**config.mk**
```make
export PLATFORM = sky130hd
export DESIGN_NAME = ser_table_walker
export DESIGN_NICKNAME = d
export VERILOG_FILES = /design/src/rtl/ser_pkg.sv /design/src/rtl/ser_walk_stack.sv /design/src/rtl/ser_table_walker.sv
export SDC_FILE = /design/constraint.sdc
export NUM_CORES = 2
export LEC_CHECK = 0
export ABC_AREA = 1
export BUFFER_PORTS_ARGS = -buffer_cell sky130_fd_sc_hd__buf_2
export CORE_MARGIN = 5
export CORE_UTILIZATION = 24
export DETAILED_ROUTE_END_ITERATION = 8
export PLACE_DENSITY = 0.43
export REMOVE_ABC_BUFFERS = 1
export SYNTH_ARGS = -nofsm -noshare
export SYNTH_HDL_FRONTEND = slang
export SYNTH_SLANG_ARGS = --single-unit
```
**constraint.sdc**
```tcl
create_clock -name clk -period 13.79 [get_ports clk]
set_clock_uncertainty 0.15 [all_clocks]
set_input_delay 2.758 -clock clk [delete_from_list [all_inputs] [get_ports clk]]
set_output_delay 2.758 -clock clk [all_outputs]
set_load 0.05 [all_outputs]
```
**src/rtl/ser_pkg.sv**
```systemverilog
// Shared types for the serialization table walker: table entry layout and walker states.
package ser_pkg;

  localparam int ENTRY_BYTES = 16;

  typedef struct packed {
    logic [63:0] desc;
    logic [63:0] sub_addr;
  } table_entry_t;

  typedef enum logic [2:0] {
    IDLE, FETCH_LO, FETCH_HI, ISSUE, WAIT_SA, POP, DONE, ERR
  } walk_state_t;

endpackage

```
**src/rtl/ser_walk_stack.sv**
```systemverilog
// LIFO of return pointers for nested sub-tables.
// Latency: push/pop take effect on the next edge; top_dat is combinational.
// Backpressure: push ignored when full, pop ignored when empty; clr wins over both.
module ser_walk_stack #(
  parameter int DEPTH = 4,
  parameter int W     = 64,
  parameter int LW    = $clog2(DEPTH + 1),
  parameter int AW    = (DEPTH > 1) ? $clog2(DEPTH) : 1
) (
  input  logic         clk,
  input  logic         reset,
  input  logic         clr,
  input  logic         push,
  input  logic         pop,
  input  logic [W-1:0] push_dat,
  output logic [W-1:0] top_dat,
  output logic         empty,
  output logic         full
);

  logic [W-1:0]  mem [DEPTH];
  logic [LW-1:0] lvl;
  logic [LW-1:0] top_idx;

  assign empty   = (lvl == '0);
  assign full    = (lvl == LW'(DEPTH));
  assign top_idx = lvl - LW'(1);
  assign top_dat = mem[top_idx[AW-1:0]];

  always_ff @(posedge clk or negedge reset) begin
    if (!reset)                lvl <= '0;
    else if (clr)              lvl <= '0;
    else if (push && !full)    lvl <= lvl + LW'(1);
    else if (pop && !empty)    lvl <= lvl - LW'(1);
  end

  always_ff @(posedge clk) begin
    if (!clr && push && !full) mem[lvl[AW-1:0]] <= push_dat;
  end

endmodule

```
**src/rtl/ser_table_walker.sv**
```systemverilog
// Walks a nested descriptor table in DRAM and feeds each 16-byte entry to ser_aggregate.
// Latency: >= 6 cycles per entry (2 per fetch half, 1 issue, 1 handshake), +1 per stack pop.
// Backpressure: stalls in ISSUE on sa_ready low and in WAIT_SA until sa_done; SER_WALK_STATS_EN adds stats ports.
module ser_table_walker
  import ser_pkg::*;
#(
  parameter int STACK_DEPTH = 4,
  parameter int MAX_ENTRIES = 1024
) (
  input  logic             clk,
  input  logic             reset,
  input  logic             start,
  input  logic [63:0]      table_addr,
  input  logic [63:0]      obj_addr,
  output logic             busy,
  output logic             done,
  output logic             err,
  output logic             sa_en,
  output logic             sa_entry_valid,
  output logic [63:0]      sa_addr,
  output table_entry_t     sa_entry,
  input  logic             sa_done,
  input  logic             sa_ready,
  output logic [7:0]       dram_en,
  output logic             dram_rdwr,
  output logic [7:0][63:0] dram_addr,
  input  logic [7:0][7:0]  dram_data_in,
  input  logic [7:0]       dram_valid
`ifdef SER_WALK_STATS_EN
  ,
  output logic [31:0]      entries_walked,
  output logic [2:0]       max_depth
`endif
);

`ifdef SER_WALK_STATS_EN
  localparam int CW = 32;
`else
  localparam int CW = $clog2(MAX_ENTRIES + 2);
`endif

  walk_state_t    state, nxt_state;
  logic [63:0]    cur_ptr, obj_q, fetch_base, stk_top;
  table_entry_t   entry_q;
  logic [7:0][7:0] lane_dat, cap_bytes;
  logic [7:0]     lane_got, got_nxt;
  logic           fetch_req, fetch_st, fetch_cap;
  logic [CW-1:0]  cnt;
  logic           is_term, is_nested;
  logic           stk_push, stk_pop, stk_clr, stk_empty, stk_full;

  // The first cycle of each fetch half is idle so a late lane from the previous request cannot alias.
  assign fetch_st   = (state == FETCH_LO) || (state == FETCH_HI);
  assign fetch_base = cur_ptr + ((state == FETCH_HI) ? 64'd8 : 64'd0);
  assign got_nxt    = lane_got | dram_valid;
  assign fetch_cap  = fetch_st && fetch_req && (got_nxt == 8'hFF);
  always_comb begin
    for (int i = 0; i < 8; i++)
      cap_bytes[i] = dram_valid[i] ? dram_data_in[i] : lane_dat[i];
  end

  assign is_term   = (entry_q.desc == '0);
  assign is_nested = !is_term && (entry_q.sub_addr != '0);
  assign stk_clr   = (state == IDLE) && start;
  assign stk_push  = (state == WAIT_SA) && sa_done && (nxt_state == FETCH_LO) && is_nested;
  assign stk_pop   = (state == POP) && !stk_empty;

  ser_walk_stack #(.DEPTH(STACK_DEPTH), .W(64)) u_stack (
    .clk      (clk),
    .reset    (reset),
    .clr      (stk_clr),
    .push     (stk_push),
    .pop      (stk_pop),
    .push_dat (cur_ptr + 64'(ENTRY_BYTES)),
    .top_dat  (stk_top),
    .empty    (stk_empty),
    .full     (stk_full)
  );

  always_ff @(posedge clk or negedge reset) begin
    if (!reset) state <= IDLE;
    else        state <= nxt_state;
  end

  always_comb begin
    nxt_state = state;
    case (state)
      IDLE:     if (start) nxt_state = FETCH_LO;
      FETCH_LO: if (fetch_cap) nxt_state = FETCH_HI;
      FETCH_HI: if (fetch_cap) nxt_state = ISSUE;
      ISSUE:    if (sa_ready) nxt_state = WAIT_SA;
      WAIT_SA: begin
        if (sa_done) begin
          if (cnt == CW'(MAX_ENTRIES + 1))   nxt_state = ERR;
          else if (is_term)                  nxt_state = POP;
          else if (is_nested && stk_full)    nxt_state = ERR;
          else                               nxt_state = FETCH_LO;
        end
      end
      POP:      nxt_state = stk_empty ? DONE : FETCH_LO;
      DONE:     nxt_state = IDLE;
      ERR:      nxt_state = IDLE;
      default:  nxt_state = IDLE;
    endcase
  end

  always_comb begin
    busy           = (state != IDLE) && (state != DONE) && (state != ERR);
    done           = (state == DONE) || (state == ERR);
    sa_en          = (state == WAIT_SA);
    sa_entry_valid = sa_en;
    dram_en        = (fetch_st && fetch_req) ? 8'hFF : 8'h00;
    for (int i = 0; i < 8; i++)
      dram_addr[i] = fetch_st ? fetch_base + 64'(i) : 64'd0;
  end

  assign sa_addr   = obj_q;
  assign sa_entry  = entry_q;
  assign dram_rdwr = 1'b0;

  always_ff @(posedge clk or negedge reset) begin
    if (!reset) begin
      cur_ptr   <= '0;
      obj_q     <= '0;
      entry_q   <= '0;
      lane_dat  <= '0;
      lane_got  <= '0;
      fetch_req <= 1'b0;
      cnt       <= '0;
      err       <= 1'b0;
    end else begin
      if (stk_clr) begin
        cur_ptr <= table_addr;
        obj_q   <= obj_addr;
        cnt     <= '0;
        err     <= 1'b0;
      end
      if (fetch_st) begin
        if (!fetch_req) begin
          fetch_req <= 1'b1;
        end else if (fetch_cap) begin
          fetch_req <= 1'b0;
          lane_got  <= '0;
          if (state == FETCH_LO) entry_q.sub_addr <= cap_bytes;
          else                   entry_q.desc     <= cap_bytes;
        end else begin
          lane_got <= got_nxt;
          lane_dat <= cap_bytes;
        end
      end
      if ((state == ISSUE) && sa_ready) cnt <= cnt + CW'(1);
      if ((state == WAIT_SA) && sa_done) begin
        if (nxt_state == ERR)           err     <= 1'b1;
        else if (nxt_state == FETCH_LO) cur_ptr <= is_nested ? entry_q.sub_addr
                                                             : cur_ptr + 64'(ENTRY_BYTES);
      end
      if (stk_pop) cur_ptr <= stk_top;
    end
  end

`ifdef SER_WALK_STATS_EN
  logic [2:0] depth_q, max_q;

  always_ff @(posedge clk or negedge reset) begin
    if (!reset) begin
      depth_q <= '0;
      max_q   <= '0;
    end else if (stk_clr) begin
      depth_q <= '0;
      max_q   <= '0;
    end else if (stk_push) begin
      depth_q <= depth_q + 3'd1;
      if (depth_q + 3'd1 > max_q) max_q <= depth_q + 3'd1;
    end else if (stk_pop) begin
      depth_q <= depth_q - 3'd1;
    end
  end

  assign entries_walked = cnt;
  assign max_depth      = max_q;
`endif

endmodule

```
==> metrics.log <==
[metrics] kind of capture point of the worst setup path: primary output
[metrics] Syn Inst Count: 5,685
[metrics] Synthesis Warnings: 0
[metrics] CTS Hold Buffers Added: 0
[metrics] violation count after the first detailed-routing iteration: 3,430
[metrics] category of the most critical setup path: reg2out
[metrics] Worst-Skew Late Latency: 640 ps
[metrics] maximum buffer depth of the clock tree: 3
[metrics] Final Slew Violations: 0
[metrics] global routing usage summed across all routing layers: around a quarter
[metrics] leading cell types in the layout, fill and taps excluded: nand2_1, buf_2, o21ai_0, nor2_1, inv_1
[metrics] Setup Viol. Count Final: 0
[metrics] unrepaired setup endpoints after global routing: false
[metrics] number of unique standard cell types used by synthesis: 52
[metrics] HP Class: reg2reg
[metrics] maximum number of pins on one net before global-route repair: approximately 110
[metrics] count of nets after finishing: roughly 6,700
[metrics] number of vias in the routed layout: around 42,000
[metrics] detailed placement HPWL: between 150 and 200 mm
[metrics] I/O Buffers: 921
[metrics] proportion of layout cells with a drive suffix above 1: around a fifth
[metrics] Synth-to-Final Area Change: 23.0%
[metrics] total congestion overflow: 0
[metrics] final-report hold violation count: 0
[metrics] postcts setup bufs: 0
[metrics] final design utilization: approximately 30%
[metrics] max-capacitance violation count: 0
[metrics] first-pass GRT wire length: 317 mm
[metrics] register bit total from synthesis: 603
[metrics] placeable core region: 163,000 sq um
[metrics] antenna violations before repair: 50
[metrics] startpoint types: flop
[metrics] Setup TNS Final: 0 ps
[metrics] number of sinks driven by the clock tree: around 600
[metrics] proportion of synthesized chip area in sequential cells: between 40% and 50%
[metrics] slew at the pin closest to its max-slew limit: 1130 ps
[metrics] number of placed I/O pins: between 900 and 1,000
[metrics] gpl congestion: between 0.9 and 1
[metrics] Wirelength per Cell: approximately 26 um
[metrics] # H-tree levels: 3
[metrics] Remaining DRCs: 0
[metrics] maximum fanout count along the critical path: 11
[metrics] total standard cell area after synthesis: roughly 39,000 sq um
[metrics] count of instances resized after the clock tree is built: 0
[metrics] post-route minimum period: between 9000 and 10,000 ps
[metrics] area of the die: between 150,000 and 200,000 sq um
[metrics] Die Width: a little over 400 um
[metrics] Post-synth EDFFs: approximately 260
[metrics] initial core utilization: around a quarter
[metrics] Arr. time, crit path: between 6000 and 7000 ps
[metrics] cts bufs inserted: 70
[metrics] buffer type at the clock tree root: clkbuf_16
[metrics] total routed wirelength: roughly 230 mm
[metrics] Filler Cells Inserted: 18,300
[metrics] status: complete, no violations
[metrics] clock tree from TritonCTS: built
[metrics] f_max: 106 MHz
[metrics] proportion of register bits with asynchronous set or reset after synthesis: between 50% and 60%
[metrics] clock transition time at the flip-flop clock pins of the worst setup and hold paths: around 60 ps
[metrics] Chip Height: 415 um
[metrics] relative slew slack: about a quarter
[metrics] remaining antenna violation count after routing: 0
[metrics] iteration count of the initial detailed-routing pass: 8
[metrics] final worst-path cycle share: about 70%
[metrics] via count of the first global-routing pass: 41,000
[metrics] most frequent standard cell in the layout excluding fill and tap cells: nand2_1
[metrics] routed vias/inst: slightly below 5
[metrics] most instantiated flip-flop cell in the synthesis netlist: dfrtp_1
[metrics] syn_area_per_cell: 6.93 sq um
[metrics] data required time at the worst endpoint: about 11,000 ps
[metrics] FP Rows: between 100 and 150
-- state kept, by name, summed over array words and instances, names as in the netlist --
name and cells:
fetch_req 1, lane_got 8, cnt 11, err 1
u_stack.mem 256, sa_addr 64, lane_dat 64, state 3
u_stack.lvl 3, cur_ptr 64, sa_entry 128
-- layer usage --
metal | GRT usage [%] | vias to the layer above | wire length (um)
met5 | 0 | - | 165
met4 | 11.9 | 26 | 12500
met3 | 4.16 | 367 | 13200
met2 | 44.3 | 1636 | 111000
met1 | 30.2 | 20400 | 90300
li1 | - | 19900 | -
-- worst paths after layout --
path,endpoint,slack (ps),start,depth (start not counted)
min,cnt[10],330,cnt[10],1
min reg2reg,cnt[10],330,cnt[10],1
max reg2reg,sa_entry[64],8530,state[2],11
min in group asynchronous,sa_addr[52],1900,reset,1
max,dram_addr[231],4310,state[2],17
max in group asynchronous,cur_ptr[17],8820,reset,4
-- critical path, stage by stage (launching register included) --
cell and delay (ps):
dfrtp_1 430, nor3_1 660, ha_1 490, ha_1 290
inv_1 110, nor2_4 240, nand2_1 100, nor2_2 220
nand2_1 140, xor2_1 250, nor2_1 200, nand2_1 230
nor2_1 910, nand4_1 570, nor2_1 280, o21ai_0 350
inv_1 160, buf_2 280
-- cells by family (layout without fill, tap and decap cells) --
logic type,Yosys count,in the layout,synth area share (%)
AOI/OAI and AO/OA,1073,1073,14.2
xor gates and xnor gates,97,97,2.29
adders and majority gates,19,19,0.604
buffers and inverters,995,1854,9.86
DFF,603,603,41.6
and+or+nand+nor,2842,2842,29.9
muxes,55,55,1.55
other,1,16,0.00952
-- synth_stat cells, types with 66 or more instances --
cell type | count | area [sq um]
nand2_1 | 1608 | 6040
o21ai_0 | 800 | 4000
nor2_1 | 748 | 2810
inv_1 | 721 | 2710
dfrtp_1 | 347 | 8680
edfxtp_1 | 256 | 7690
nand3_1 | 220 | 1100
clkbuf_1 | 170 | 638
a21oi_1 | 95 | 475
nand4_1 | 91 | 569
xor2_1 | 90 | 788
o22ai_1 | 66 | 413
-- area by class of cell --
type / count / area, sq um / area share (%)
flip-flops and latches: 603 / 16400 / 33.8
clock inverters: 36 / 325 / 0.672
inverters: 756 / 2850 / 5.88
multi-input cells: 4087 / 19200 / 39.7
repair buffers: 970 / 5000 / 10.3
well taps: 2175 / 2720 / 5.62
clock buffers: 92 / 1930 / 3.98
diodes: 15 / 37.5 / 0.0775
-- per-stage QoR --
step | area (sq um) | worst slack, ps | std cells | hold slack [ps]
floorplan | 38300 | 1410 | 5446 | 296
global placement | 46100 | 5040 | 8591 | 307
detailed placement | 46100 | 5030 | 8591 | 310
CTS | 48400 | 4310 | 8719 | 328
global route | 48400 | 4160 | 8724 | 343
finish | 48400 | 4310 | 8734 | 325
Power is left out: the tool's default activity adds up to more than one toggle a clock period on the data nets, which glitch-free logic cannot reach.
